`config.mk`:
```
export PLATFORM = sky130hd
export DESIGN_NAME = hog_axil_master
export DESIGN_NICKNAME = d
export VERILOG_FILES = /design/src/rtl/hog_axil_master.sv
export SDC_FILE = /design/constraint.sdc
export NUM_CORES = 1
export LEC_CHECK = 0
export BUFFER_PORTS_ARGS = -buffer_cell sky130_fd_sc_hd__buf_2
export CAP_MARGIN = 25
export CORE_UTILIZATION = 35
export DETAILED_ROUTE_END_ITERATION = 7
export PLACE_DENSITY = 0.74
export RECOVER_POWER = 50
export SYNTH_ARGS = -nofsm -noshare
export SYNTH_HDL_FRONTEND = slang
export SYNTH_SLANG_ARGS = --single-unit
export TNS_END_PERCENT = 20
```
`constraint.sdc`:
```
create_clock -name aclk -period 2.7 [get_ports aclk]
set_clock_uncertainty 0.15 [all_clocks]
set_input_delay 0.27 -clock aclk [delete_from_list [all_inputs] [get_ports aclk]]
set_output_delay 0.27 -clock aclk [all_outputs]
set_load 0.01 [all_outputs]
```
`src/rtl/hog_axil_master.sv`:
```
// hog_axil_master: turns single cmd requests into AXI-Lite transactions.
// The optional error counter is enabled by defining HOG_AXIL_MASTER_ERRCNT_EN.
// Latency: accept->AW/W/AR valid 1 cycle; slave response->rsp_valid 1 cycle.
// Backpressure: one transaction in flight; cmd_ready only in IDLE; rsp held until rsp_ready.
module hog_axil_master #(
   parameter int AXIL_AW = 7,
   parameter int AXIL_DW = 32
) (
   input  logic                 aclk,
   input  logic                 arest,
   // command side
   input  logic                 cmd_valid,
   output logic                 cmd_ready,
   input  logic                 cmd_we,
   input  logic [AXIL_AW-1:0]   cmd_addr,
   input  logic [AXIL_DW-1:0]   cmd_wdata,
   input  logic [3:0]           cmd_wstrb,
   // response side
   output logic                 rsp_valid,
   input  logic                 rsp_ready,
   output logic [AXIL_DW-1:0]   rsp_rdata,
   output logic [1:0]           rsp_resp,
   // AXI-Lite write address channel
   output logic [AXIL_AW-1:0]   m_axil_awaddr,
   output logic [2:0]           m_axil_awprot,
   output logic                 m_axil_awvalid,
   input  logic                 m_axil_awready,
   // AXI-Lite write data channel
   output logic [AXIL_DW-1:0]   m_axil_wdata,
   output logic [AXIL_DW/8-1:0] m_axil_wstrb,
   output logic                 m_axil_wvalid,
   input  logic                 m_axil_wready,
   // AXI-Lite write response channel
   input  logic [1:0]           m_axil_bresp,
   input  logic                 m_axil_bvalid,
   output logic                 m_axil_bready,
   // AXI-Lite read address channel
   output logic [AXIL_AW-1:0]   m_axil_araddr,
   output logic [2:0]           m_axil_arprot,
   output logic                 m_axil_arvalid,
   input  logic                 m_axil_arready,
   // AXI-Lite read data channel
   input  logic [AXIL_DW-1:0]   m_axil_rdata,
   input  logic [1:0]           m_axil_rresp,
   input  logic                 m_axil_rvalid,
   output logic                 m_axil_rready
`ifdef HOG_AXIL_MASTER_ERRCNT_EN
   ,
   output logic [15:0]          err_cnt
`endif
);

   typedef enum logic [2:0] {
      IDLE    = 3'd0,
      WR      = 3'd1,
      WR_RESP = 3'd2,
      RD_ADDR = 3'd3,
      RD_DATA = 3'd4,
      RSP     = 3'd5
   } state_t;

   state_t                 state_q, state_d;

   // latched command and response
   logic [AXIL_AW-1:0]     addr_q;
   logic [AXIL_DW-1:0]     wdata_q;
   logic [AXIL_DW/8-1:0]   wstrb_q;
   logic [AXIL_DW-1:0]     rdata_q;
   logic [1:0]             resp_q;

   // per-channel pending flags for the two write request channels
   logic                   aw_pend_q;
   logic                   w_pend_q;

   // handshake strobes
   logic                   cmd_fire;
   logic                   aw_fire;
   logic                   w_fire;
   logic                   b_fire;
   logic                   r_fire;

   assign cmd_fire = cmd_valid && cmd_ready;
   assign aw_fire  = m_axil_awvalid && m_axil_awready;
   assign w_fire   = m_axil_wvalid && m_axil_wready;
   assign b_fire   = m_axil_bvalid && m_axil_bready;
   assign r_fire   = m_axil_rvalid && m_axil_rready;

   // request-side outputs come straight from registers so they stay stable under backpressure
   assign m_axil_awaddr  = addr_q;
   assign m_axil_araddr  = addr_q;
   assign m_axil_awprot  = 3'b000;
   assign m_axil_arprot  = 3'b000;
   assign m_axil_wdata   = wdata_q;
   assign m_axil_wstrb   = wstrb_q;
   assign m_axil_awvalid = aw_pend_q;
   assign m_axil_wvalid  = w_pend_q;
   assign rsp_rdata      = rdata_q;
   assign rsp_resp       = resp_q;

   // state register
   always_ff @(posedge aclk) begin
      if (arest) begin
         state_q <= IDLE;
      end else begin
         state_q <= state_d;
      end
   end

   // next-state and per-state handshake outputs
   always_comb begin
      state_d        = state_q;
      cmd_ready      = 1'b0;
      m_axil_arvalid = 1'b0;
      m_axil_bready  = 1'b0;
      m_axil_rready  = 1'b0;
      rsp_valid      = 1'b0;
      case (state_q)
         IDLE: begin
            // held low while reset is applied so no command slips in during reset
            cmd_ready = !arest;
            if (cmd_valid && !arest) begin
               state_d = cmd_we ? WR : RD_ADDR;
            end
         end
         WR: begin
            // AW and W complete independently; leave once neither is outstanding
            if ((!aw_pend_q || aw_fire) && (!w_pend_q || w_fire)) begin
               state_d = WR_RESP;
            end
         end
         WR_RESP: begin
            m_axil_bready = 1'b1;
            if (m_axil_bvalid) begin
               state_d = RSP;
            end
         end
         RD_ADDR: begin
            m_axil_arvalid = 1'b1;
            if (m_axil_arready) begin
               state_d = RD_DATA;
            end
         end
         RD_DATA: begin
            m_axil_rready = 1'b1;
            if (m_axil_rvalid) begin
               state_d = RSP;
            end
         end
         RSP: begin
            rsp_valid = 1'b1;
            if (rsp_ready) begin
               state_d = IDLE;
            end
         end
         default: begin
            state_d = IDLE;
         end
      endcase
   end

   // command latch, write-channel pending flags and response capture
   always_ff @(posedge aclk) begin
      if (arest) begin
         addr_q    <= '0;
         wdata_q   <= '0;
         wstrb_q   <= '0;
         rdata_q   <= '0;
         resp_q    <= '0;
         aw_pend_q <= 1'b0;
         w_pend_q  <= 1'b0;
      end else begin
         if (cmd_fire) begin
            // word-align: the two byte-offset bits are always cleared
            addr_q    <= cmd_addr & ~AXIL_AW'(3);
            wdata_q   <= cmd_wdata;
            wstrb_q   <= cmd_wstrb;
            aw_pend_q <= cmd_we;
            w_pend_q  <= cmd_we;
         end
         if (aw_fire) begin
            aw_pend_q <= 1'b0;
         end
         if (w_fire) begin
            w_pend_q <= 1'b0;
         end
         if (b_fire) begin
            rdata_q <= '0;
            resp_q  <= m_axil_bresp;
         end
         if (r_fire) begin
            rdata_q <= m_axil_rdata;
            resp_q  <= m_axil_rresp;
         end
      end
   end

`ifdef HOG_AXIL_MASTER_ERRCNT_EN
   logic       rsp_capt;
   logic [1:0] rsp_capt_resp;

   assign rsp_capt      = b_fire || r_fire;
   assign rsp_capt_resp = b_fire ? m_axil_bresp : m_axil_rresp;

   // saturating count of non-OKAY responses taken from the slave
   always_ff @(posedge aclk) begin
      if (arest) begin
         err_cnt <= '0;
      end else if (rsp_capt && (rsp_capt_resp != 2'b00) && (err_cnt != 16'hFFFF)) begin
         err_cnt <= err_cnt + 16'd1;
      end
   end
`endif

endmodule

```
==> results.py <==
metrics = {
    "floorplanning": {
        "initial_utilization": 0.363,
        "fp.coreArea_mm2": 0.00876,
        "rows": 34,
        "dieArea_mm2": 0.00948,
        "die_h_um": 97.4,
        "die_w_um": 97.4,
        "ios": 186,
    },
    "global_routing": {
        "grt_util_met2": 0.307,
        "grt_util_met3": 0.0439,
        "gr-max-usage-layer": "met2",
        "grt_max_degree": 83,
        "overflow": 0,
        "antenna_found_initial": 0,
        "use_met1": 0.214,
        "grtUsageTotal": 0.180,
        "grt_pass1_wl_um": 14000,
        "grt_pass1_vias": 3034,
    },
    "critical_path": {
        "cp_max_fo": 17,
        "worst_ep_required_time_ns": 2.84,
        "crit_type": "reg2reg",
        "end_kind": "flip-flop",
        "crit_path_start_kind": "flip-flop",
        "cp.arrival_ns": 2.21,
    },
    "final_layout": {
        "syn_to_final_growth_pct": 43.5,
        "diodes": 0,
        "num-nets-final": 651,
        "drive_gt1_frac": 0.210,
        "nFillCells": 840,
    },
    "clocking": {
        "clkLatencyLatePin_ns": 0.34,
        "cts_root_buf": "clkbuf_8",
        "cts_resized": 0,
        "cts_max_level": 3,
        "cts_tree": "built",
        "clkTransAtPathRegs_ns": 0.09,
        "numCtsBuffers": 9,
        "cts_buffer_depth": 2,
        "cts_sinks": 80,
    },
    "drt": {
        "drtIter0Drc": 55,
        "drcViolationCount": 0,
        "ant_nets": 0,
        "routed_via_density": 4.73,
        "vias": 3193,
        "avgRoutedWirePerCell_um": 12.9,
        "drt_pre_antenna_iters": 5,
        "routed_wl_um": 8680,
    },
    "power_and_ir_drop": {
        "combinationalPowerShare": 0.271,
        "power.switching_mw": 1.16,
        "p_sw_frac": 0.336,
        "p_per_area_mw_per_mm2": 758,
        "pwr-share-seq": 0.448,
        "clockPowerShare": 0.281,
        "total_leakage_power_nw": 2.04,
        "internal-power_mw": 2.30,
        "p_total_mw": 3.47,
        "ir_drop_mv": 0.304,
    },
    "synthesis": {
        "synthTopCellsByArea": "dfxtp_1 (50%), nand2_1 (9.9%), nand3b_1 (9.9%)",
        "synthCells": 362,
        "avgSynthCellArea_um2": 8.80,
        "yosysMostFrequentCell": "nand2_1",
        "ys_seq_area_frac": 0.503,
        "synth-async-reset-ratio": 0,
        "yosys_warnings": 0,
        "synth_edf_count": 0,
        "synth.largest_area_cell": "dfxtp_1",
        "synth_seq_cells": 80,
        "synthTopCellsByCount": "nand2_1 (84), dfxtp_1 (80), nand3b_1 (42)",
        "synthFlopType": "dfxtp_1",
        "synth_cell_types": 27,
        "synthesis.area_mm2": 0.00318,
        "synth_top_area_share": 0.503,
    },
    "sta": {
        "min_period_ns": 2.08,
        "hold_ws_ns": 0.0140,
        "finalHoldViolations": 0,
        "slew_headroom": 0.519,
        "worstMarginPinSlew_ns": 0.722,
        "fmax_mhz": 481,
        "finalCritPeriodShare": 0.770,
        "fin_tns_setup_ns": 0,
        "finalSetupViolCount": 0,
        "setup_slack_ns": 0.622,
        "maxSlewViolCount": 0,
        "rsz0062_at_grt": "false",
    },
    "place": {
        "hpwlAfterDp_um": 5470,
        "pre_cts_slack_ns": 0.629,
        "io_buffers": 173,
        "globalplace.congestion": 0.731,
    },
    "status": {
        "outcome": "finished, final reports clean",
    },
    "run": {
        "maxCapViolCount": 0,
    },
    "worst_hold_path": {
        "min-delay-path-class": "in2reg",
    },
}
[cells by family after synthesis]
kind of cell	share of synthesized area
simple gates	0.301
flops	0.503
compound gates	0.106
buf+inv	0.0798
mux	0.00943
other cells	0.00118
[cells in the final DEF, fill, tap and decap left out]
| cell type | synthesis | routed |
|---|---|---|
| clkbuf_1 | 13 | 83 |
| conb_1 | 1 | 10 |
| a21oi_1 | 4 | 4 |
| nand3b_4 | 1 | 1 |
| a211o_1 | 1 | 1 |
| inv_1 | 2 | 2 |
| clkinvlp_4 | 0 | 1 |
| bufinv_16 | 0 | 2 |
| a22oi_1 | 32 | 32 |
| a21o_1 | 1 | 1 |
| nor3_1 | 6 | 6 |
| a211oi_1 | 2 | 2 |
| nor3b_1 | 5 | 5 |
| clkinv_2 | 0 | 1 |
| nor4_4 | 1 | 1 |
| nor2b_1 | 3 | 3 |
| and4bb_2 | 1 | 1 |
| and2_1 | 1 | 1 |
| nor2_1 | 38 | 38 |
| clkbuf_8 | 0 | 9 |
| buf_4 | 19 | 7 |
| o22ai_1 | 1 | 1 |
| nand3b_1 | 42 | 42 |
| o21ai_0 | 2 | 2 |
| dlygate4sd3_1 | 0 | 43 |
| nand2_1 | 84 | 84 |
| buf_2 | 11 | 91 |
| inv_6 | 0 | 2 |
| mux2i_1 | 3 | 3 |
| a2111oi_2 | 2 | 2 |
| dfxtp_1 | 80 | 80 |
| nor2_2 | 1 | 1 |
| nand2b_1 | 5 | 5 |
[per-stage QoR]
step | util | instances | instance area, µm²
floorplan | - | 371 | 3220
global route | 0.522 | 675 | 4570
CTS | 0.533 | 675 | 4670
global placement | 0.459 | 616 | 4030
finish | 0.522 | 675 | 4570
detailed placement | 0.459 | 616 | 4030
[final timing paths]
kind	cells past startpoint	to	from	slack [ns]
worst max-delay path	5	m_axil_wstrb[2]	state_q[2]	0.62
worst min-delay path	3	rsp_rdata[13]	m_axil_rdata[13]	0.01
worst max register to register	5	m_axil_wstrb[2]	state_q[2]	0.62
worst min register to register	2	m_axil_wdata[30]	m_axil_wdata[30]	0.33
[power groups by stage]
stage / Clock (mW) / Sequential, mW / Combinational [mW]
detailed placement: 0 / 1.57 / 0.940
global placement: 0 / 1.56 / 0.922
finish: 0.974 / 1.55 / 0.940
CTS: 1.00 / 1.54 / 0.989
floorplan: 0 / 1.60 / 0.579
global route: 1.06 / 1.58 / 1.04
[per-layer routing]
layer	share of wire	routed length, µm
met1	0.42	3670
met2	0.50	4310
met5	0	0
met4	0.026	225
met3	0.055	478
[sequential cells by signal (all words and copies together), names as in the netlist]
| name | cells |
|---|---|
| rsp_resp | 2 |
| m_axil_wdata | 32 |
| m_axil_araddr | 5 |
| m_axil_awvalid | 1 |
| m_axil_wvalid | 1 |
| state_q | 3 |
| rsp_rdata | 32 |
| m_axil_wstrb | 4 |
[final cells by class]
type | count | area [µm²] | share of cell area
clock buffers | 10 | 128 | 0.0279
clock inverters | 6 | 90.1 | 0.0197
inverters | 2 | 7.51 | 0.00164
multi-input cells | 246 | 1360 | 0.298
flip-flops and latches | 80 | 1600 | 0.350
well taps | 108 | 135 | 0.0296
repair buffers | 223 | 1250 | 0.273
[critical path, stage by stage, from the launching register on]
cell     delay, ns
dfxtp_1       0.48
nor4_4        0.37
and2_1        0.55
buf_4         0.33
nand2_1       0.07
nand2_1       0.07
[timing repair]
item	4_1_cts	5_1_grt
buffers inserted	0	0
hold buffers	43	0
endpoints found under the hold margin	43	0
No activity file was read; power rests on OpenSTA's default activity.
